File: src/rtl/im_sched_pkg.sv
// Shared types for the item-memory fetch scheduler: FSM states and channel ids.
package im_sched_pkg;

  typedef enum logic [1:0] {
    IDLE = 2'd0,
    RUN  = 2'd1,
    DONE = 2'd2
  } state_t;

  typedef enum logic {
    CH_A = 1'b0,
    CH_B = 1'b1
  } chan_id_t;

  function automatic chan_id_t other_chan(input chan_id_t c);
    return (c == CH_A) ? CH_B : CH_A;
  endfunction

endpackage

File: src/rtl/im_fetch_scheduler_fifo.sv
// Small synchronous hold FIFO; push and pop may coincide even when full.
module im_fetch_scheduler_fifo #(
  parameter int unsigned Width = 32,
  parameter int unsigned Depth = 2
) (
  input  logic                         clk_i,
  input  logic                         rst_i,
  input  logic                         clr_i,
  input  logic                         push_i,
  input  logic [Width-1:0]             data_i,
  input  logic                         pop_i,
  output logic [Width-1:0]             data_o,
  output logic                         empty_o,
  output logic [$clog2(Depth+1)-1:0]   count_o
);

  localparam int unsigned PtrW = (Depth > 1) ? $clog2(Depth) : 1;
  localparam int unsigned CntW = $clog2(Depth + 1);

  logic [Width-1:0] mem_q [Depth];
  logic [Width-1:0] mem_d [Depth];
  logic [PtrW-1:0]  wr_ptr_q, wr_ptr_d;
  logic [PtrW-1:0]  rd_ptr_q, rd_ptr_d;
  logic [CntW-1:0]  count_q, count_d;
  logic             do_push, do_pop;

  function automatic logic [PtrW-1:0] ptr_inc(input logic [PtrW-1:0] p);
    return (p == PtrW'(Depth - 1)) ? '0 : p + PtrW'(1);
  endfunction

  always_comb begin
    mem_d    = mem_q;
    wr_ptr_d = wr_ptr_q;
    rd_ptr_d = rd_ptr_q;
    count_d  = count_q;
    do_pop   = pop_i && (count_q != '0);
    do_push  = push_i && ((count_q != CntW'(Depth)) || do_pop);
    if (clr_i) begin
      wr_ptr_d = '0;
      rd_ptr_d = '0;
      count_d  = '0;
    end else begin
      if (do_push) begin
        mem_d[wr_ptr_q] = data_i;
        wr_ptr_d        = ptr_inc(wr_ptr_q);
      end
      if (do_pop) begin
        rd_ptr_d = ptr_inc(rd_ptr_q);
      end
      if (do_push && !do_pop) begin
        count_d = count_q + CntW'(1);
      end else if (!do_push && do_pop) begin
        count_d = count_q - CntW'(1);
      end
    end
  end

  always_ff @(posedge clk_i or posedge rst_i) begin
    if (rst_i) begin
      mem_q    <= '{default: '0};
      wr_ptr_q <= '0;
      rd_ptr_q <= '0;
      count_q  <= '0;
    end else begin
      mem_q    <= mem_d;
      wr_ptr_q <= wr_ptr_d;
      rd_ptr_q <= rd_ptr_d;
      count_q  <= count_d;
    end
  end

  assign data_o  = mem_q[rd_ptr_q];
  assign empty_o = (count_q == '0);
  assign count_o = count_q;

endmodule

File: src/rtl/im_fetch_scheduler.sv
// Fetches per-channel item addresses through one shared read port (round-robin)
// and hands them to item-memory ports A/B via small hold FIFOs.
module im_fetch_scheduler
  import im_sched_pkg::*;
#(
  parameter int unsigned MemAddrWidth  = 32,
  parameter int unsigned ImAddrWidth   = 32,
  parameter int unsigned CountWidth    = 16,
  parameter int unsigned ChanFifoDepth = 2
) (
  input  logic                    clk_i,
  input  logic                    rst_i,
  input  logic                    clr_i,
  input  logic                    start_i,
  input  logic                    port_b_en_i,
  input  logic [CountWidth-1:0]   num_items_i,
  input  logic [MemAddrWidth-1:0] base_a_i,
  input  logic [MemAddrWidth-1:0] base_b_i,
  input  logic [MemAddrWidth-1:0] stride_i,
  output logic                    busy_o,
  output logic                    done_o,
  output logic                    mem_req_o,
  output logic [MemAddrWidth-1:0] mem_addr_o,
  input  logic                    mem_gnt_i,
  input  logic                    mem_rvalid_i,
  input  logic [ImAddrWidth-1:0]  mem_rdata_i,
  output logic [ImAddrWidth-1:0]  im_a_addr_o,
  output logic                    im_a_valid_o,
  input  logic                    im_a_ready_i,
  output logic [ImAddrWidth-1:0]  im_b_addr_o,
  output logic                    im_b_valid_o,
  input  logic                    im_b_ready_i
);

  localparam int unsigned CntW = $clog2(ChanFifoDepth + 1);
  localparam int unsigned OccW = CntW + 1;

  state_t                  state_q, state_d;
  logic [CountWidth-1:0]   num_q, num_d;
  logic [MemAddrWidth-1:0] base_a_q, base_a_d;
  logic [MemAddrWidth-1:0] base_b_q, base_b_d;
  logic [MemAddrWidth-1:0] stride_q, stride_d;
  logic                    b_en_q, b_en_d;
  logic [CountWidth-1:0]   issued_a_q, issued_a_d;
  logic [CountWidth-1:0]   issued_b_q, issued_b_d;
  chan_id_t                rr_q, rr_d;
  chan_id_t                sel_q, sel_d;
  logic                    hold_q, hold_d;
  logic                    tag_vld_q, tag_vld_d;
  chan_id_t                tag_id_q, tag_id_d;

  chan_id_t                sel;
  logic                    tag_a, tag_b;
  logic [OccW-1:0]         occ_a, occ_b;
  logic                    elig_a, elig_b;
  logic                    grant, all_done;
  logic                    push_a, push_b;
  logic                    empty_a, empty_b;
  logic [CntW-1:0]         cnt_a, cnt_b;

  // Outstanding reads count against FIFO space so a response always has a slot.
  always_comb begin
    tag_a  = tag_vld_q && (tag_id_q == CH_A);
    tag_b  = tag_vld_q && (tag_id_q == CH_B);
    occ_a  = OccW'(cnt_a) + OccW'(tag_a);
    occ_b  = OccW'(cnt_b) + OccW'(tag_b);
    elig_a = (state_q == RUN) && (issued_a_q < num_q) && (occ_a < OccW'(ChanFifoDepth));
    elig_b = (state_q == RUN) && b_en_q && (issued_b_q < num_q) &&
             (occ_b < OccW'(ChanFifoDepth));

    // A stalled request keeps its channel until granted.
    sel = CH_A;
    if (hold_q) begin
      sel = sel_q;
    end else if (elig_a && elig_b) begin
      sel = rr_q;
    end else if (elig_b) begin
      sel = CH_B;
    end

    mem_req_o  = (state_q == RUN) && (hold_q || elig_a || elig_b);
    mem_addr_o = (sel == CH_A) ? base_a_q + MemAddrWidth'(issued_a_q) * stride_q
                               : base_b_q + MemAddrWidth'(issued_b_q) * stride_q;
    grant      = mem_req_o && mem_gnt_i;
    push_a     = mem_rvalid_i && tag_a;
    push_b     = mem_rvalid_i && tag_b;
    all_done   = (issued_a_q == num_q) && (!b_en_q || (issued_b_q == num_q)) &&
                 !tag_vld_q && empty_a && empty_b;
  end

  always_comb begin
    state_d    = state_q;
    num_d      = num_q;
    base_a_d   = base_a_q;
    base_b_d   = base_b_q;
    stride_d   = stride_q;
    b_en_d     = b_en_q;
    issued_a_d = issued_a_q;
    issued_b_d = issued_b_q;
    rr_d       = rr_q;
    sel_d      = sel;
    hold_d     = mem_req_o && !mem_gnt_i;
    tag_vld_d  = grant;
    tag_id_d   = grant ? sel : tag_id_q;

    if (grant) begin
      rr_d = other_chan(sel);
      if (sel == CH_A) begin
        issued_a_d = issued_a_q + CountWidth'(1);
      end else begin
        issued_b_d = issued_b_q + CountWidth'(1);
      end
    end

    case (state_q)
      IDLE: begin
        if (start_i) begin
          num_d      = num_items_i;
          base_a_d   = base_a_i;
          base_b_d   = base_b_i;
          stride_d   = stride_i;
          b_en_d     = port_b_en_i;
          issued_a_d = '0;
          issued_b_d = '0;
          state_d    = (num_items_i == '0) ? DONE : RUN;
        end
      end
      RUN: begin
        if (all_done) begin
          state_d = DONE;
        end
      end
      DONE:    state_d = IDLE;
      default: state_d = IDLE;
    endcase

    if (clr_i) begin
      state_d    = IDLE;
      issued_a_d = '0;
      issued_b_d = '0;
      tag_vld_d  = 1'b0;
      hold_d     = 1'b0;
    end
  end

  always_ff @(posedge clk_i or posedge rst_i) begin
    if (rst_i) begin
      state_q    <= IDLE;
      num_q      <= '0;
      base_a_q   <= '0;
      base_b_q   <= '0;
      stride_q   <= '0;
      b_en_q     <= 1'b0;
      issued_a_q <= '0;
      issued_b_q <= '0;
      rr_q       <= CH_A;
      sel_q      <= CH_A;
      hold_q     <= 1'b0;
      tag_vld_q  <= 1'b0;
      tag_id_q   <= CH_A;
    end else begin
      state_q    <= state_d;
      num_q      <= num_d;
      base_a_q   <= base_a_d;
      base_b_q   <= base_b_d;
      stride_q   <= stride_d;
      b_en_q     <= b_en_d;
      issued_a_q <= issued_a_d;
      issued_b_q <= issued_b_d;
      rr_q       <= rr_d;
      sel_q      <= sel_d;
      hold_q     <= hold_d;
      tag_vld_q  <= tag_vld_d;
      tag_id_q   <= tag_id_d;
    end
  end

  assign busy_o       = (state_q == RUN);
  assign done_o       = (state_q == DONE);
  assign im_a_valid_o = !empty_a;
  assign im_b_valid_o = !empty_b;

  im_fetch_scheduler_fifo #(
    .Width (ImAddrWidth),
    .Depth (ChanFifoDepth)
  ) u_fifo_a (
    .clk_i   (clk_i),
    .rst_i   (rst_i),
    .clr_i   (clr_i),
    .push_i  (push_a),
    .data_i  (mem_rdata_i),
    .pop_i   (im_a_ready_i),
    .data_o  (im_a_addr_o),
    .empty_o (empty_a),
    .count_o (cnt_a)
  );

  im_fetch_scheduler_fifo #(
    .Width (ImAddrWidth),
    .Depth (ChanFifoDepth)
  ) u_fifo_b (
    .clk_i   (clk_i),
    .rst_i   (rst_i),
    .clr_i   (clr_i),
    .push_i  (push_b),
    .data_i  (mem_rdata_i),
    .pop_i   (im_b_ready_i),
    .data_o  (im_b_addr_o),
    .empty_o (empty_b),
    .count_o (cnt_b)
  );

endmodule

File: config.mk
export PLATFORM = sky130hd
export DESIGN_NAME = im_fetch_scheduler
export DESIGN_NICKNAME = d
export VERILOG_FILES = /design/src/rtl/im_sched_pkg.sv /design/src/rtl/im_fetch_scheduler_fifo.sv /design/src/rtl/im_fetch_scheduler.sv
export SDC_FILE = /design/constraint.sdc
export NUM_CORES = 2
export LEC_CHECK = 0
export ABC_AREA = 1
export BUFFER_PORTS_ARGS = -buffer_cell sky130_fd_sc_hd__buf_2
export CORE_MARGIN = 5
export CORE_UTILIZATION = 30
export DETAILED_ROUTE_END_ITERATION = 7
export GPL_TIMING_DRIVEN = 1
export PLACE_DENSITY = 0.41
export SLEW_MARGIN = 20
export SYNTH_ARGS = -nofsm -noshare
export SYNTH_HDL_FRONTEND = slang
export SYNTH_SLANG_ARGS = --single-unit
File: constraint.sdc
create_clock -name clk_i -period 10.1 [get_ports clk_i]
set_input_delay 0.505 -clock clk_i [delete_from_list [all_inputs] [get_ports clk_i]]
set_output_delay 0.505 -clock clk_i [all_outputs]
set_load 0.005 [all_outputs]
# After elaboration in Yosys (flattened, before gate mapping)
# Cells that the tools add are included.
# word_totals
ff_bits	288
latch_bits	0
ramBits	0
romBits	0
inputBits	153
output_inout_bits	101
elab_cells	172
memories	0
# classes
add_sub_neg	14
mul	2
div_mod_pow	0
magnitude_cmp	10
eq_ne	8
n_shift	0
n_mux	52
bitwise	6
n_reduce_logical	57
# ops
operator	count
2-to-1 mux 32 bit	9
2-to-1 mux 16 bit	10
bitwise mux 64 bit	2
adder 32 bit	2
demux 32 bit (select 1 bit)	2
multiplier 16 x 32 -> 32 bit	2
adder 16 x 1 -> 16 bit (second input constant)	2
== test 16 bit	2
less-than comparator 16 bit	2
logical AND 1 bit	27
2-to-1 mux 2 bit	10
2-to-1 mux 1 bit	18
logical NOT 16 bit	1
nonzero test 2 bit	6
logical NOT 1 bit	9
greater-or-equal comparator 2 bit (second input constant)	4
inverter 1 -> 2 bit	4
AND reduction 2 bit	4
adder 2 x 1 -> 3 bit	2
logical NOT 2 bit	3
less-than comparator 3 x 2 -> 1 bit (second input constant)	2
nonzero test 3 bit	2
logical OR 1 bit	5
adder 1 bit (second input constant)	4
10 further kinds	15

# Longest topological paths before layout
# depth
word_depth	13
mapped_depth	30
mapped_depth_nobuf	28

# By module
# From an unflattened synthesis, not the netlist that was laid out.
# unflattened
hier_cells	5323
area_unflattened_um2	40521.4
# modules_own_cells
mod	instances	cells_each	area_each_um2	seq_area_each_um2
im_fetch_scheduler	1	4559	34052.7	3803.6
im_fetch_scheduler_fifo	2	382	3234.4	1701.6

# Worst setup path after synthesis
# OpenSTA, ideal clock, no wires.
# synth_path
path_type	flip-flop to output port
from	register issued_b_q[3]
to	output mem_addr_o[25]
arrival_ps	5774
required_time_ps	9595
path_slack_ps	3821
path_stages_with_launch	23
path_buffers	3
cell_sequence	dfrtp_1 > clkbuf_1 > clkbuf_1 > buf_1 > nand2_1 > fa_1 > fa_1 > fa_1 > inv_1 > fa_1 > fa_1 > inv_1 > fa_1 > inv_1 > ha_1 > a21oi_1 > o21ai_0 > a21oi_1 > nand3_1 > a21o_1 > or2_2 > nand3_1 > nand2_1
# synth_between
elab_chain_cells	7
word_cells_on_any_way	10
classes_between	1 x add/sub; 1 x mul; 1 x order compare; 4 x mux; 3 x reduce/logical
# synth_rtl
item	line	rtl
from (decl)	im_fetch_scheduler.sv:45	logic [CountWidth-1:0] issued_b_q, issued_b_d;
from (signal assigned)	im_fetch_scheduler.sv:169	issued_b_q <= issued_b_d;
branches (longest 6 deep; another with multiplier 16 x 32 -> 32 bit)	-	
2-to-1 mux 32 bit *	im_fetch_scheduler.sv:82	mem_addr_o = (sel == CH_A) ? base_a_q + MemAddrWidth'(issued_a_q) * stride_q
to (decl)	im_fetch_scheduler.sv:23	output logic [MemAddrWidth-1:0] mem_addr_o,
# Mark *: on every way between the ends.

# Final worst setup path
# layout_path
from	register issued_a_q[8]
to	output mem_addr_o[31]
# layout_between
elab_chain_cells	7
word_cells_on_any_way	9
classes_between	1 x add/sub; 1 x mul; 1 x order compare; 3 x mux; 3 x reduce/logical
# layout_rtl
item	line	rtl
from (decl)	im_fetch_scheduler.sv:44	logic [CountWidth-1:0] issued_a_q, issued_a_d;
from (signal assigned)	im_fetch_scheduler.sv:168	issued_a_q <= issued_a_d;
branches (longest 6 deep; another with multiplier 16 x 32 -> 32 bit)	-	
2-to-1 mux 32 bit *	im_fetch_scheduler.sv:82	
# Marks and branches as above.

==> summary.txt <==
Place
  – Detailed Place HPWL: about 110,000 um
  – Placed Area: approximately 0.043 mm2
  – Setup slack at placement: roughly 2600 ps
  – Gp weighted congestion: between 0.8 and 0.9
  – Port Buffer Count: approximately 250

Final layout
  – Layout cells sized above 1: 0.0753
  – Fin area: between 0.04 and 0.05 mm2
  – Area delta synth->final: 10.9%
  – Post-layout net count: approximately 6,500

Pwr
  – Sequential power share: 0.174
  – Power Dens Cells: 251 mW/mm2
  – Comb pwr share: 0.691
  – Clock Power Share: 0.134
  – Int Pwr: 4.81 mW
  – Lkg Pwr: between 20 and 30 nW
  – Net Sw Frac: 0.571
  – Max VDD drop: 0.138 mV
  – NetSw: around 6.4 mW

Route
  – Post-route ant nets: 0
  – Detailed Route WL: between 100,000 and 150,000 um
  – Initial DRC Count: approximately 2,300
  – Vias per Instance: roughly 4.5
  – Total number of vias: around 33,000
  – Drt first pass iters: 5
  – DR WL/cell: 19.8 um
  – DRC Markers: 0

Logic synthesis
  – Synth Area in Simple Gates: 0.214
  – Synth Area in Adders: 0.385
  – Synth Area in Compound Gates: 0.0518
  – Asr flop ratio synth: 1.00
  – Netlist Area Pre-Place: 0.0403 mm2
  – Largest area contributor in the netlist: fa_1
  – Number of synthesized flops with an enable pin: 0
  – FF+latch count, synth: between 200 and 300
  – Synth warn: 0
  – Largest family of logic cells by synthesized area: adder cells
  – Most used DFF post-synth: dfrtp_1
  – Seq/Total Area, Yosys: 0.179
  – Mux share of post-synthesis cell area: 0.000249
  – Post-synth top area share: 0.332
  – Synth Net Count: around 6,400
  – Synth area leaders: fa_1, dfrtp_1, nand2_1
  – Post-Synth XOR/XNOR Area: 0.0135
  – Distinct cell type count after synthesis: 40
  – Cells after Synth: between 5,000 and 6,000
  – Mean post-synth cell area: between 7 and 8 um2

Floorplan
  – DIE AREA: 0.142 mm2
  – # IOs: between 200 and 300
  – DIE HEIGHT: around 380 um
  – Core region area: around 0.13 mm2
  – Die width: between 300 and 400 um
  – Initial Util: 0.302
  – Row count: between 100 and 150

Timing
  – Rel. slew slack: 0.300
  – Final Worst Setup Slack: around 1900 ps
  – Final hold violation count: 0
  – FMAX: 123 MHz
  – Setup tns final: 0 ps
  – Unrepaired setup endpoints after global routing: false
  – Minimum clock period: between 8000 and 9000 ps
  – Final Slew Violations: 0
  – Setup Viol. Count Final: 0
  – WHS: 74.4 ps
  – Clock Skew: around 28 ps
  – Crit share post-route: 0.807
  – Worst slew pin tran: 1050 ps

Global route
  – Vias in the first global route: between 30,000 and 40,000
  – Gr ovfl total: 0
  – First-pass GRT wire length: 221,000 um
  – Initial antenna violation count: 6
  – Total GRT Usage: 0.207
  – Largest net degree at the start of global routing: around 150

Worst setup path
  – Number of buffer and inverter stages on the critical path: 10
  – Crit end category: primary output
  – Critical path's slowest cell: dfrtp_1
  – Register-to-register setup slack: around 5400 ps
  – Crit-path leading delay family: adder cells
  – WS Path Type: reg2out
  – CP max FO: 18
  – Most used cell along the critical path: inv_1
  – Crit path DAT: approximately 7700 ps
  – CP Launch Type: flop
  – Worst Path Required: between 9000 and 10,000 ps
  – Slowest cell delay on critical path: 990 ps

Run
  – Max-cap violations: 0

Clock network
  – Worst-skew pair later-pin latency: between 600 and 700 ps
  – Resized cells post-CTS: 0
  – Num CTS Buffers: between 40 and 50
  – CTS tree: built
  – Clock transition at path regs: ~60 ps
  – TritonCTS Sinks: 288
  – Deepest clock path buffer count: 3
  – H-tree levels: 2
  – Root buf cell: clkbuf_16

Worst hold path
  – Hold Crit Class: in2reg

Status
  – Outcome: finished, final reports clean
synthesized netlist by cell type, types with 4 or more instances:
library cell / instances
a21oi_1: 88
buf_1: 40
xor2_1: 42
buf_4: 4
nand3_1: 158
inv_1: 1385
dfrtp_1: 288
buf_2: 13
nand3b_1: 7
fa_1: 668
o21ai_0: 251
clkbuf_1: 221
a21boi_0: 4
o21bai_1: 12
a21o_1: 8
nor2_1: 124
and3_1: 4
inv_2: 5
nor4_1: 10
nor3_1: 25
xnor2_1: 20
ha_1: 170
nand4_1: 21
o21ai_1: 24
nand2_1: 1832
or2_2: 5
worst paths after layout:
kind,start,endpoint,cells past startpoint
worst max-delay path,issued_a_q[8],mem_addr_o[31],26
worst min-delay path,stride_i[13],stride_q[13],3
worst max register to register,issued_a_q[0],issued_b_q[10],18
worst min register to register,stride_q[0],stride_q[0],2
max in group asynchronous,rst_i,issued_a_q[5],4
min in group asynchronous,rst_i,stride_q[24],3
area by class of cell:
cell class              count  area (um2)
clock buffers              56        1150
diodes                      4        10.0
clock inverters            14         225
repair buffers            322        1810
fillers                 14613       88800
well taps                1768        2210
multi-input cells        3492       26800
inverters                1391        5230
flip-flops and latches    288        7220
flip-flops by register name (all words and copies together) (netlist names), 2 cells and up:
name,flops
stride_q,32
u_fifo_a.mem_q,64
issued_a_q,16
issued_b_q,16
u_fifo_b.mem_q,64
u_fifo_b.count_o,2
state_q,2
base_b_q,32
base_a_q,32
num_q,16
u_fifo_a.count_o,2
layout by cell type (no fill, tap or decap), types with 4 or more instances in the layout:
| master | n |
|---|---|
| a21boi_0 | 4 |
| a21o_1 | 8 |
| a21oi_1 | 88 |
| and3_1 | 4 |
| buf_2 | 253 |
| buf_4 | 66 |
| clkbuf_1 | 8 |
| clkbuf_16 | 41 |
| clkbuf_8 | 7 |
| dfrtp_1 | 274 |
| dfrtp_2 | 14 |
| diode_2 | 4 |
| fa_1 | 668 |
| ha_1 | 170 |
| inv_1 | 1383 |
| inv_2 | 5 |
| nand2_1 | 1828 |
| nand2_2 | 4 |
| nand3_1 | 156 |
| nand3b_1 | 7 |
| nand4_1 | 21 |
| nor2_1 | 123 |
| nor3_1 | 25 |
| nor4_1 | 10 |
| o21ai_0 | 251 |
| o21ai_1 | 24 |
| o21bai_1 | 12 |
| or2_2 | 5 |
| xnor2_1 | 20 |
| xor2_1 | 42 |
worst reg2reg max path, delay by kind of cell, from the launching register on:
| kind | cells | cell delay (ps) |
|---|---|---|
| and+or+nand+nor | 13 | 1930 |
| buffers and inverters | 3 | 1380 |
| DFF | 1 | 880 |
| adders and majority gates | 1 | 240 |
| AOI/OAI and AO/OA | 1 | 130 |
metal layers:
layer | vias to the layer above | routed length [um] | GRT usage
met4 | 0 | 3450 | 0.0492
met2 | 819 | 65800 | 0.331
li1 | 15770 | - | -
met3 | 142 | 8450 | 0.0358
met5 | - | 0 | 0
met1 | 16263 | 67800 | 0.292
power by group through the flow:
stage                     Clock (mW)  Combinational [mW]  Sequential [mW]
after floorplan                    0                4.86             1.64
after global placement             0                7.86             1.97
after detailed placement           0                7.84             1.98
after CTS                       1.58                7.87             1.96
after global routing            1.61                8.79             2.01
final                           1.51                7.76             1.96
kinds of logic after synthesis:
kind of cell	Yosys count
multiplexers	1
AND/OR/NAND/NOR	2192
buffers and inverters	1669
flip-flops	288
adder cells (fa/ha/maj)	838
XOR/XNOR	62
AO/OA/AOI/OAI	399
metrics by stage:
step           std cells  power [mW]   util
2_1_floorplan       5449        6.49      -
3_3_place_gp        7260        9.83  0.324
3_5_place_dp        7260        9.82  0.324
4_1_cts             7331        11.4  0.334
5_1_grt             7332        12.4  0.334
6_report            7335        11.2  0.335
timing repair:
action                                 4_1_cts  5_1_grt
setup buffers                                0        0
hold buffers                                 1        0
endpoints found under the hold margin       14        0
(Power assumes the default switching activity.)
